===== config.mk =====
export PLATFORM = sky130hd
export DESIGN_NAME = router_fifo
export DESIGN_NICKNAME = d
export VERILOG_FILES = /design/src/rtl/router_fifo.sv
export SDC_FILE = /design/constraint.sdc
export NUM_CORES = 1
export LEC_CHECK = 0
export BUFFER_PORTS_ARGS = -buffer_cell sky130_fd_sc_hd__clkbuf_2
export CAP_MARGIN = 20
export CORE_MARGIN = 2
export CORE_UTILIZATION = 28
export DETAILED_ROUTE_END_ITERATION = 10
export GPL_ROUTABILITY_DRIVEN = 0
export PLACE_DENSITY_LB_ADDON = 0.3
export SLEW_MARGIN = 30
export SYNTH_ARGS = -nofsm -noshare
export SYNTH_HDL_FRONTEND = slang
export SYNTH_SLANG_ARGS = --single-unit

===== constraint.sdc =====
create_clock -name clk -period 6.97 [get_ports clk]
set_clock_uncertainty 0.2 [all_clocks]
set_input_delay 1.0455 -clock clk [delete_from_list [all_inputs] [get_ports clk]]
set_output_delay 1.0455 -clock clk [all_outputs]
set_load 0.005 [all_outputs]

===== src/rtl/router_fifo.sv =====
// router_fifo: steers each input word to one of NUM_PORTS outputs by addr and
// buffers it in a per-port FIFO. Each output has a valid/ready handshake, so a
// stalled consumer only back-pressures its own port. Out-of-range addresses go
// to the last port and raise the sticky oor_err flag.
//
// Optional build macro: ROUTER_FIFO_ZERO_IDLE_EN
//   defined   - each dout slice reads all-zeros while its dout_valid is low
//   undefined - dout slices of empty ports show stale head contents
module router_fifo #(
  parameter int DATA_WIDTH = 32,
  parameter int NUM_PORTS  = 4,
  parameter int FIFO_DEPTH = 4,
  localparam int ADDR_WIDTH = $clog2(NUM_PORTS)
) (
  input  logic                            clk,
  input  logic                            reset,
  input  logic [DATA_WIDTH-1:0]           din,
  input  logic                            din_en,
  input  logic [ADDR_WIDTH-1:0]           addr,
  output logic                            din_ready,
  output logic [NUM_PORTS*DATA_WIDTH-1:0] dout,
  output logic [NUM_PORTS-1:0]            dout_valid,
  input  logic [NUM_PORTS-1:0]            dout_ready,
  output logic                            oor_err
);

  localparam int PTR_W    = $clog2(FIFO_DEPTH);
  localparam int CNT_W    = PTR_W + 1;
  localparam int ADDR_SPAN = 1 << ADDR_WIDTH;

  logic [ADDR_WIDTH-1:0] tgt;
  logic                  addr_oor;
  logic                  push;
  logic [NUM_PORTS-1:0]  full;
  logic [ADDR_SPAN-1:0]  full_ext;
  logic                  oor_err_q;
  logic                  oor_err_d;

  // Resolve the destination port, the producer-side ready and the sticky error
  always_comb begin
    addr_oor = (32'(addr) >= 32'(NUM_PORTS));
    tgt      = addr_oor ? ADDR_WIDTH'(NUM_PORTS - 1) : addr;
    // Pad the full vector so any encodable addr value indexes a real bit
    full_ext = '0;
    full_ext[NUM_PORTS-1:0] = full;
    // A full FIFO is never bypassed, even if it pops this same cycle
    din_ready = !full_ext[tgt] && !reset;
    push      = din_en && din_ready;
    oor_err_d = oor_err_q | (push & addr_oor);
  end

  // Sticky out-of-range flag, cleared only by reset
  always_ff @(posedge clk) begin
    if (reset) begin
      oor_err_q <= 1'b0;
    end else begin
      oor_err_q <= oor_err_d;
    end
  end

  assign oor_err = oor_err_q;

  for (genvar gi = 0; gi < NUM_PORTS; gi++) begin : g_port
    logic [DATA_WIDTH-1:0] mem [FIFO_DEPTH];
    logic [PTR_W-1:0]      wr_ptr_q, wr_ptr_d;
    logic [PTR_W-1:0]      rd_ptr_q, rd_ptr_d;
    logic [CNT_W-1:0]      count_q, count_d;
    logic                  push_p;
    logic                  pop_p;
    logic                  valid_p;
    logic [DATA_WIDTH-1:0] head;

    // Per-port push/pop decode and next-state pointers and occupancy
    always_comb begin
      valid_p  = (count_q != '0) && !reset;
      push_p   = push && (tgt == ADDR_WIDTH'(gi));
      pop_p    = valid_p && dout_ready[gi];
      wr_ptr_d = push_p ? wr_ptr_q + PTR_W'(1) : wr_ptr_q;
      rd_ptr_d = pop_p  ? rd_ptr_q + PTR_W'(1) : rd_ptr_q;
      count_d  = count_q;
      case ({push_p, pop_p})
        2'b10:   count_d = count_q + CNT_W'(1);
        2'b01:   count_d = count_q - CNT_W'(1);
        default: count_d = count_q;
      endcase
      head = mem[rd_ptr_q];
    end

    // Pointer and count registers; reset discards everything buffered
    always_ff @(posedge clk) begin
      if (reset) begin
        wr_ptr_q <= '0;
        rd_ptr_q <= '0;
        count_q  <= '0;
      end else begin
        wr_ptr_q <= wr_ptr_d;
        rd_ptr_q <= rd_ptr_d;
        count_q  <= count_d;
      end
    end

    // Storage write; contents need no reset since count gates visibility
    always_ff @(posedge clk) begin
      if (push_p) begin
        mem[wr_ptr_q] <= din;
      end
    end

    assign full[gi]       = (count_q == CNT_W'(FIFO_DEPTH));
    assign dout_valid[gi] = valid_p;

`ifdef ROUTER_FIFO_ZERO_IDLE_EN
    assign dout[gi*DATA_WIDTH +: DATA_WIDTH] = valid_p ? head : '0;
`else
    assign dout[gi*DATA_WIDTH +: DATA_WIDTH] = reset ? '0 : head;
`endif
  end

endmodule


=== Word level (Yosys, flattened, before mapping) ===
Memories as Yosys holds them, arrays and structs flattened. A register that Yosys moved wholly into a read port is not among the register bits.
Index checks and enable logic that the tools add are counted.

* Bits in writable memories: 512
* Bits of input ports: 41
* Register bits: 28
* Memories: 4

{| class="wikitable"
|+ Memories
! name !! depth !! width !! rd ports !! clocked after Yosys merged registers in !! wr ports !! RTL line !! RTL
|-
| g_port[0].mem || 4 || 32 || 1 || 1 || 1 || 64 || <nowiki>logic [DATA_WIDTH-1:0] mem [FIFO_DEPTH];</nowiki>
|-
| g_port[1].mem || 4 || 32 || 1 || 1 || 1 || 64 ||
|-
| g_port[2].mem || 4 || 32 || 1 || 1 || 1 || 64 ||
|-
| g_port[3].mem || 4 || 32 || 1 || 1 || 1 || 64 ||
|}

* Mux-type cells: 26
* Equal/unequal tests: 15
* Reductions and logical operators: 25
* $lt $le $gt $ge: 1
* Add/subtract/negate cells: 16

{| class="wikitable"
|+ Operators by type and width
! kind !! number
|-
| $mux W32 || 4
|-
| $pmux W3 S2 || 4
|-
| $add A2 B1 Y2 const B || 8
|-
| $mux W2 || 8
|-
| $logic_and A1 B1 Y1 || 14
|-
| $add A3 B1 Y3 const B || 4
|-
| $eq A2 B2 Y1 const B || 6
|-
| $eq A3 B3 Y1 const B || 4
|-
| $reduce_bool A3 Y1 || 4
|-
| $sub A3 B1 Y3 const B || 4
|-
| $eq A2 B1 Y1 const B || 5
|-
| $mux W1 || 9
|-
| $reduce_bool A2 Y1 || 4
|-
| $lt A2 B3 Y1 const B || 1
|-
| $bmux W1 S2 || 1
|-
| $logic_not A1 Y1 || 2
|-
| $logic_not A2 Y1 || 1
|}

=== Depth between registers and ports, before layout ===
Gate-level depths: netlist of run 1.

* Word-level depth: 9
* Gate-level depth with buffers: 10

=== Worst setup path before layout of run 1 ===
No wires, ideal clock.

* Path kind: input-to-output
* From: input port addr[0]
* To: output port din_ready
* Path slack: 3848 ps
* Arrival time: 1876 ps
* Data required time: 5724 ps
* Stages: 4
* Cell sequence: buf_2 > and4bb_2 > a221oi_1 > o21a_1

* Cells in the longest elaborated chain, start to end: 4

{| class="wikitable"
|+ RTL lines
! item !! RTL line !! RTL
|-
| start: declaration || 19 || <nowiki>input logic [ADDR_WIDTH-1:0] addr,</nowiki>
|-
| $bmux W1 S2 || 47 || <nowiki>din_ready = !full_ext[tgt] && !reset;</nowiki>
|-
| $mux W1 (implied by the code) || 47 ||
|-
| $logic_not A1 Y1 || 47 ||
|-
| $logic_and A1 B1 Y1 || 47 ||
|-
| end: declaration || 20 || <nowiki>output logic din_ready,</nowiki>
|}

No other way between the ends. The select of a mux whose other input is x is not followed.

=== Worst setup path after layout of run 1 ===
* From: input port reset
* To: output port dout[115]

* Cells in the longest elaborated chain, start to end: 1

{| class="wikitable"
|+ RTL lines
! item !! RTL line !! RTL
|-
| start: declaration || 16 || <nowiki>input logic reset,</nowiki>
|-
| $mux W32 || 115 || <nowiki>assign dout[gi*DATA_WIDTH +: DATA_WIDTH] = reset ? '0 : head;</nowiki>
|-
| end: declaration || 21 || <nowiki>output logic [NUM_PORTS*DATA_WIDTH-1:0] dout,</nowiki>
|}

No other way between the ends.

==> results of run 1 <==
==> flip-flops by register name (all words and copies together), names as in the netlist, named ones only <==
signal / cells
g_port.count_q: 12
g_port.rd_ptr_q: 8
g_port.wr_ptr_q: 8
g_port.mem: 512
==> metal layers <==
layer / vias up / routed length (um) / global-route usage
met3: 63 / 1970 / 0.0235
met1: 5366 / 22000 / 0.168
met4: 0 / 985 / 0.0292
met5: - / 0 / 0
li1: 4533 / - / -
met2: 202 / 24700 / 0.214
==> cell families after synthesis <==
family,share of synthesized area
DFF,0.745
and+or+nand+nor,0.0612
muxes,0.142
buffers and inverters,0.0261
AOI/OAI and AO/OA,0.00666
adders and majority gates,0.0153
xor gates and xnor gates,0.00324
other,0.000174
==> cell type report <==
class                   count  area share
diodes                      1   0.0000985
inverters                  25     0.00379
multi-input cells         413       0.195
well taps                1030      0.0507
clock buffers              71      0.0616
clock inverters            37      0.0145
flip-flops and latches    548       0.634
repair buffers            192      0.0397
==> critical path: stages <==
cell and delay [ps]:
buf_2 630, inv_4 280, buf_4 350, and2_1 240, clkbuf_2 130
==> per-stage QoR <==
| stage | cells | total power, uW |
|---|---|---|
| floorplan | 1040 | 3860 |
| global placement | 2208 | 3980 |
| detailed placement | 2208 | 3990 |
| CTS | 2316 | 7110 |
| global route | 2316 | 7260 |
| finish | 2317 | 7010 |
==> final timing paths <==
| kind | to | startpoint | depth (start not counted) | slack [ps] |
|---|---|---|---|---|
| max reg2reg | g_port[0].count_q[2] | g_port[0].count_q[2] | 9 | 4250 |
| min reg2reg | register | g_port[0].rd_ptr_q[1] | 2 | 280 |
| min | register | g_port[0].rd_ptr_q[1] | 2 | 280 |
| max | dout[115] | reset | 5 | 2990 |
==> cells in the mapped netlist (2+ instances only) <==
library cell / number / area (um^2)
nor3_1: 5 / 25.0
and3_1: 4 / 25.0
or3_1: 4 / 25.0
mux4_2: 120 / 2700
nor3b_2: 5 / 62.6
buf_2: 19 / 95.1
fa_1: 4 / 80.1
nor2_1: 22 / 82.6
buf_4: 5 / 37.5
nor3b_1: 3 / 22.5
a21oi_1: 13 / 65.1
clkbuf_1: 14 / 52.6
mux2_2: 3 / 33.8
o21ai_0: 5 / 25.0
or4_1: 4 / 30.0
dfxtp_1: 36 / 721
inv_1: 25 / 93.8
mux2i_1: 12 / 120
edfxtp_1: 512 / 15400
buf_6: 4 / 45.0
ha_1: 20 / 250
xor2_1: 8 / 70.1
o31ai_1: 5 / 37.5
buf_12: 12 / 240
nand2_1: 13 / 48.8
nand3_1: 2 / 10.0
mux4_1: 8 / 210
and2_1: 140 / 876
==> power by group through the flow <==
| stage | Sequential, uW | Clock [uW] | Combinational, uW |
|---|---|---|---|
| floorplan | 3700 | 0 | 166 |
| finish | 3650 | 3100 | 253 |
| detailed placement | 3730 | 0 | 261 |
| CTS | 3660 | 3190 | 262 |
| global placement | 3730 | 0 | 254 |
| global route | 3660 | 3310 | 281 |
==> layout by cell type (no fill, tap or decap), types with 4 or more instances in the layout <==
master,count
o31ai_1,5
nor2_1,22
clkinv_2,11
mux4_2,120
fa_1,4
inv_1,24
clkinvlp_4,6
dfxtp_1,28
buf_4,19
or4_1,4
o21ai_0,5
clkbuf_2,172
bufinv_16,6
and3_2,4
clkinv_1,9
xor2_1,8
or3_1,4
mux4_1,8
clkbuf_16,61
and2_2,10
mux2i_1,12
nor3b_2,5
clkinv_4,4
clkbuf_1,10
ha_1,20
a21oi_1,13
nor3_1,5
nand2_1,13
and2_1,128
edfxtp_1,512
dfxtp_4,5
==> results_dict.tcl, run 1 <==
set metrics [dict create \
    status "finished clean" \
    synth.net_count 1105 \
    crit_arrival_ps 2740 \
    post_cts_buffers 0 \
    final.min_clock_period_ps 3980 \
    power.density_mw_per_mm2 276 \
    postCtsHoldBufs 0 \
    dr.pass1.iters 4 \
    drt_wl_total_um 49600 \
    tritoncts.num_buffers 59 \
    post-place-ws_ps 2720 \
    fmax_ghz 0.251 \
    area_delta_synth_final_pct 17.6 \
    synth-async-reset-ratio 0 \
    route.detailed.drc 0 \
    p_clk_frac 0.443 \
    die_h_um 282 \
    grt_max_degree 64 \
    internal_power_uw 5550 \
    cap_violations 0 \
    clockBufferDepth 3 \
    pin_count 175 \
    setup_ws_ps 2990 \
    path_max_fanout 47 \
    required_ps 5720 \
    crit_type "input port to output port" \
    tightest_slew_ps 821 \
    seq_power_share 0.521 \
    fin_crit_sh 0.571 \
    postRouteAntennaNets 0 \
    grt.total_usage 0.126 \
    critPathCaptureType "output port" \
    vias 10164 \
    viasPerCell 4.39 \
    setup_viol_count_final 0 \
    grt_overflow_total 0 \
    ys_warn_count 0 \
    antenna_found_initial 1 \
    final_area_mm2 0.0254 \
    clkLatencyLatePin_ps 610 \
    final_util 0.333 \
    netSwitchingPower_uw 1460 \
    yosysSeqAreaShare 0.745 \
    vdd_ir_drop_max_v 0.000180 \
    synth_edf_count 512 \
    final_nets 1304 \
    initial_core_util 0.283 \
    multi_input_area_mm2 0.00496 \
    wl_per_cell_um 21.4 \
    power_leakage_uw 0.00817 \
    portBuffers 173 \
    htreeDepth 2 \
    core-area_mm2 0.0762 \
    avgSynthCellArea_um2 20.8 \
    synthCells 1040 \
    fill_cells 7265 \
    pwr-share-comb 0.036 \
    cts-root-buf "clkbuf_16" \
    dp_hpwl_um 29700 \
    die_area_mm2 0.0794 \
    drv_slew 0 \
    swShare 0.208 \
    rsz0062_at_grt "no" \
    rows 101 \
    finalHoldViolCount 0 \
    clock_sinks 548 \
    timing.hold.ws_ps 279 \
    drive_above_1_share 0.341 \
    cts_resized 0 \
    placed_cell_area_mm2 0.0235 \
    slew_headroom 0.453 \
    cp-start-kind "input port" \
    ff_latch_area_mm2 0.0161 \
    grt_pass1_vias 10871 \
    syn_area_mm2 0.0216 \
    clk_pin_slew_worst_paths_ps 60 \
    synth_flop_cell "edfxtp_1" \
    dieWidth_um 282 \
    drtIter0Drc 530 \
    min_path_type "register to register" \
    ys_seq_elements 548 \
    setup-tns-final_ps 0 \
    cts_tree "done" \
    grt_first_pass_wirelength_um 72300 \
    yosysUniqueCellTypes 41 \
]
(Power assumes the default switching activity.)
==> inputs of run 2 (changes only) <==
ABC_AREA = 1   (was not set)
clock period = 3.84 ns   (was 6.97 ns; I/O delays follow)
==> run 2 against run 1 <==
Register-to-register slack lost 3000 ps; sequential power grew 81%; setup slack lost 2700 ps; via count grew 37%; worst hold slack lost 200 ps; power grew 86%.
==> results_dict.tcl, run 2 <==
set metrics [dict create \
    post-place-ws_ps 927 \
    min_path_type "input port to register" \
    wl_per_cell_um 20.1 \
    cp-start-kind "register" \
    drive_above_1_share 0.173 \
    stdcell_count 3047 \
    ys_warn_count 0 \
    fin_crit_sh 0.918 \
    finalHoldViolCount 0 \
    dr_wl_met3_um 2660 \
    crit_arrival_ps 2750 \
    die_h_um 283 \
    r2r_cells 12 \
    syn_area_mm2 0.0217 \
    vias 13934 \
    antenna_found_initial 1 \
    drv_slew 0 \
    yosysTopAreaCellShare 0.707 \
    top_regs "g_port.mem: 512 flops, g_port.count_q: 12 flops" \
    yosysUniqueCellTypes 27 \
    grt_first_pass_wirelength_um 89100 \
    post_cts_buffers 0 \
    grt_max_degree 65 \
    pin_count 175 \
    htreeDepth 2 \
    tightest_slew_ps 973 \
    drt_wl_total_um 61300 \
    synth_flop_cell "edfxtp_1" \
    hp-start "dout_ready[3]" \
    ff_latch_area_mm2 0.0161 \
    cts_tree "done" \
    largest_register_ffs 512 \
    final_area_mm2 0.0260 \
    synth_edf_count 512 \
    rows 102 \
    final_nets 2022 \
    crit_type "register to output port" \
    regMostFlops "g_port.mem" \
    vdd_ir_drop_max_v 0.000390 \
    dr.pass1.iters 5 \
    drtIter0Drc 1029 \
    rsz0062_at_grt "no" \
    grt_overflow_total 0 \
    hold-path-cell-count 3 \
    setup-tns-final_ps 0 \
    placed_cell_area_mm2 0.0239 \
    yosysMostFrequentCell "nor2_1" \
    cts_resized 0 \
    clock_sinks 548 \
    route.met2.wl_um 29900 \
    clockBufferDepth 3 \
    critPathMaxStageDelay_ps 700 \
    yosysSeqAreaShare 0.740 \
    area_delta_synth_final_pct 19.4 \
    tritoncts.num_buffers 59 \
    route.detailed.drc 0 \
    synth.largest_area_cell "edfxtp_1" \
    rrSetupSlack_ps 1260 \
    synthCells 1787 \
    dieWidth_um 283 \
    final.min_clock_period_ps 3530 \
    avgSynthCellArea_um2 12.2 \
    initial_core_util 0.282 \
    ys_top_cells_by_count "nor2_1, edfxtp_1, o21ai_0, a21oi_1, inv_1" \
    synth-async-reset-ratio 0 \
    power_leakage_uw 0.00896 \
    core-area_mm2 0.0772 \
    worstReg2RegStart "g_port[3].count_q[0]" \
    fmax_ghz 0.284 \
    postRouteAntennaNets 0 \
    setup_ws_ps 315 \
    viasPerCell 4.57 \
    synth.net_count 1852 \
    grt_pass1_vias 13585 \
    grt.total_usage 0.152 \
    dr.max_layer_used "met4" \
    layout_common_cells "nor2_1, edfxtp_1, o21ai_0, clkbuf_2, a21oi_1" \
    status "finished clean" \
    critPathCaptureType "output port" \
    wl_met1_um 27300 \
    clk_pin_slew_worst_paths_ps 60 \
    dp_hpwl_um 37200 \
    path_max_fanout 46 \
    required_ps 3060 \
    fill_cells 7678 \
    cts-root-buf "clkbuf_16" \
    slowest_stage "inv_2" \
    slew_headroom 0.350 \
    dp_cells 2936 \
    crit_chain "inv_2 > buf_4 > o21ai_0 > a21oi_1 > clkbuf_2" \
    die_area_mm2 0.0799 \
    multi_input_area_mm2 0.00504 \
    postCtsHoldBufs 0 \
    ys_seq_elements 548 \
    r2r_end "g_port[1].count_q[2]" \
    final_common_cell "nor2_1" \
    cap_violations 0 \
    final_util 0.336 \
    clkLatencyLatePin_ps 610 \
    setup_viol_count_final 0 \
    portBuffers 173 \
    power.density_mw_per_mm2 502 \
    holdPathEnd "g_port[3].rd_ptr_q[0]" \
    synthTopCellsByArea "edfxtp_1, nor2_1, o21ai_0" \
]
run 2: cell types whose count changed after synthesis, sizes merged, moves of 12 or more:
cell	before	now
a21oi	13	160
and2	140	0
mux2i	12	0
inv	25	71
nand2	13	30
o21ai	5	278
clkbuf	14	55
nor2	22	551
mux4	128	0
nand4	0	12
run 2: kinds of logic after synthesis:
logic type               Yosys count  share of synthesized area
flip-flops                       548                      0.740
AO/OA/AOI/OAI                    438                      0.101
AND/OR/NAND/NOR                  597                      0.110
adder cells (fa/ha/maj)           24                     0.0152
buffers and inverters            179                     0.0338
other                              1                   0.000172
run 2: power by group:
part,internal [uW],switching [uW]
clock,3500,2350
combinational,161,444
sequential,6580,19.5
run 2: worst max-delay path: cells and delay by family (launching register included):
| family | cells | cell delay [ps] |
|---|---|---|
| flops | 1 | 480 |
| buf+inv | 3 | 1230 |
| compound gates | 2 | 400 |
run 2: worst max path at each step:
stage                        start                  end  slack (ps)
after CTS                 register             dout[14]         230
after global placement    register             dout[14]         910
final                     register              dout[7]         310
after floorplan              reset  g_port[0].mem[0][0]         660
after detailed placement  register             dout[14]         930
after global routing      register             dout[11]         100
run 2: layer usage:
layer  vias to the layer above  track usage
li1                       6599            -
met4                         0       0.0423
met1                      6924        0.203
met5                         -            0
met3                        72       0.0209
met2                       339        0.258
run 2: per-stage QoR:
step | total power, uW | hold slack, ps
finish | 13000 | 79.4
global route | 13500 | 81.2
CTS | 13200 | 43.8
detailed placement | 7350 | 249
global placement | 7330 | 238
floorplan | 7010 | 236
run 2: final cells by class:
class / count / area share
sequential: 548 / 0.620
multi-input combinational: 1060 / 0.194
clock buffer: 67 / 0.0580
tap: 1040 / 0.0501
timing repair buffer: 212 / 0.0468
clock inverter: 43 / 0.0194
inverter: 76 / 0.0110
antenna: 1 / 0.0000964
==> inputs of run 3 (changes only) <==
REMOVE_ABC_BUFFERS = 1   (was not set)
==> run 3 against run 2 <==
Sequential share of layout area about the same; via count decreased by 1.1%; sequential cell count unchanged; core utilization about the same; sequential power about the same; first-iteration DRC count decreased by 4.1%; die area unchanged; cell count decreased by 0.53%; setup slack improved by 13 ps; non-clock buffer count decreased by 5; largest power group unchanged.
==> results_dict.tcl, run 3 (synthesis gave the netlist of run 2 again) <==
set metrics [dict create \
    status "finished clean" \
    postRouteAntennaNets 0 \
    initial_core_util 0.282 \
    die_h_um 283 \
    final.min_clock_period_ps 3510 \
    crit_buf_inv 2 \
    grt_overflow_total 0 \
    cts-root-buf "clkbuf_16" \
    clkLatencyLatePin_ps 610 \
    antenna_cells 0 \
    post_cts_buffers 0 \
    pin_count 175 \
    hp-start "dout_ready[3]" \
    rows 102 \
    cts_tree "done" \
    drtIter0Drc 987 \
    postCtsHoldBufs 0 \
    vdd_ir_drop_max_v 0.000332 \
    tightest_slew_ps 894 \
    power.density_mw_per_mm2 502 \
    regMostFlops "g_port.mem" \
    wl_per_cell_um 19.8 \
    tritoncts.num_buffers 55 \
    largest_register_ffs 512 \
    drv_slew 0 \
    crit_chain "inv_2 > nor2_1 > o21ai_0 > a21oi_1 > clkbuf_2" \
    required_ps 3060 \
    setup-tns-final_ps 0 \
    path_max_fanout 32 \
    finalHoldViolCount 0 \
    core-area_mm2 0.0772 \
    crit_type "register to output port" \
    grt.total_usage 0.148 \
    layout_common_cells "nor2_1, edfxtp_1, o21ai_0, clkbuf_2, a21oi_1" \
    crit_arrival_ps 2740 \
    critPathMaxStageDelay_ps 730 \
    die_area_mm2 0.0799 \
    clk_pin_slew_worst_paths_ps 70 \
    area_delta_synth_final_pct 19.4 \
    grt_max_degree 117 \
    dp_hpwl_um 37000 \
    final_common_cell "nor2_1" \
    cap_violations 0 \
    vias 13776 \
    fin_crit_sh 0.915 \
    grt_first_pass_wirelength_um 87100 \
    htreeDepth 2 \
    dr.pass1.iters 5 \
    route.detailed.drc 0 \
    critPathCaptureType "output port" \
    portBuffers 173 \
    dieWidth_um 283 \
    power_leakage_uw 0.00893 \
    clockBufferDepth 3 \
    drt_wl_total_um 60000 \
    worstReg2RegStart "g_port[3].count_q[0]" \
    p_total_uw 13000 \
    fmax_ghz 0.285 \
    top_regs "g_port.mem: 512 flops, g_port.count_q: 12 flops" \
    viasPerCell 4.55 \
    drive_above_1_share 0.172 \
    final_nets 2013 \
    path_delay_family "flip-flops" \
    cts_resized 0 \
    cp-start-kind "register" \
    antenna_found_initial 3 \
    min_path_type "input port to register" \
    clock_sinks 548 \
    fill_cells 7576 \
    slew_headroom 0.403 \
    setup_viol_count_final 0 \
    slowest_stage "dfxtp_2" \
    grt_pass1_vias 13447 \
    rsz0062_at_grt "no" \
]
==> run 3: worst register-to-register path, stage by stage, from the launching register on <==
cell and delay, ps:
dfxtp_1 330, nor2_1 210, nand2_1 90, nor2_1 180, nor2_4 110, nand4_4 200, ha_1 180, inv_1 70
fa_1 380, a21oi_1 170, o21ai_0 140, o21ai_0 180, a21oi_1 60
==> run 3: per-layer routing <==
layer / vias to the layer above / GRT usage / share of wire
li1: 6585 / - / -
met1: 6774 / 0.200 / 0.45
met2: 337 / 0.243 / 0.47
met3: 76 / 0.0289 / 0.057
met4: 4 / 0.0387 / 0.022
met5: - / 0 / 0.00038
==> run 3: path summary, 6_finish.rpt <==
| kind | end | slack, ps | cells after the start |
|---|---|---|---|
| setup / recovery | dout[12] | 330 | 5 |
| hold reg to reg | register | 260 | 2 |
| hold / removal | g_port[3].rd_ptr_q[0] | 70 | 3 |
| setup reg to reg | g_port[1].count_q[2] | 1240 | 12 |
==> run 3: power breakdown <==
part           switching (uW)  internal, uW
Sequential               37.7          6570
Clock                    2330          3510
Combinational             413           164
==> run 3: area by class of cell <==
| type | count | area (um^2) | share of cell area |
|---|---|---|---|
| Clock buffer | 59 | 1390 | 0.0536 |
| Multi-Input combinational cell | 1060 | 5040 | 0.194 |
| Clock inverter | 41 | 577 | 0.0222 |
| Sequential cell | 548 | 16100 | 0.621 |
| Tap cell | 1040 | 1300 | 0.0501 |
| Timing Repair Buffer | 207 | 1260 | 0.0486 |
| Inverter | 76 | 287 | 0.0110 |
==> run 3: through the flow <==
stage	instance area (um^2)	instances	hold slack, ps	setup slack, ps	util
finish	26000	3031	66.1	328	0.336
global route	26000	3031	75.2	175	0.336
CTS	26000	3031	51.5	269	0.336
detailed placement	24000	2931	257	607	0.311
global placement	24000	2931	241	606	0.311
floorplan	21300	1684	239	12.7	-
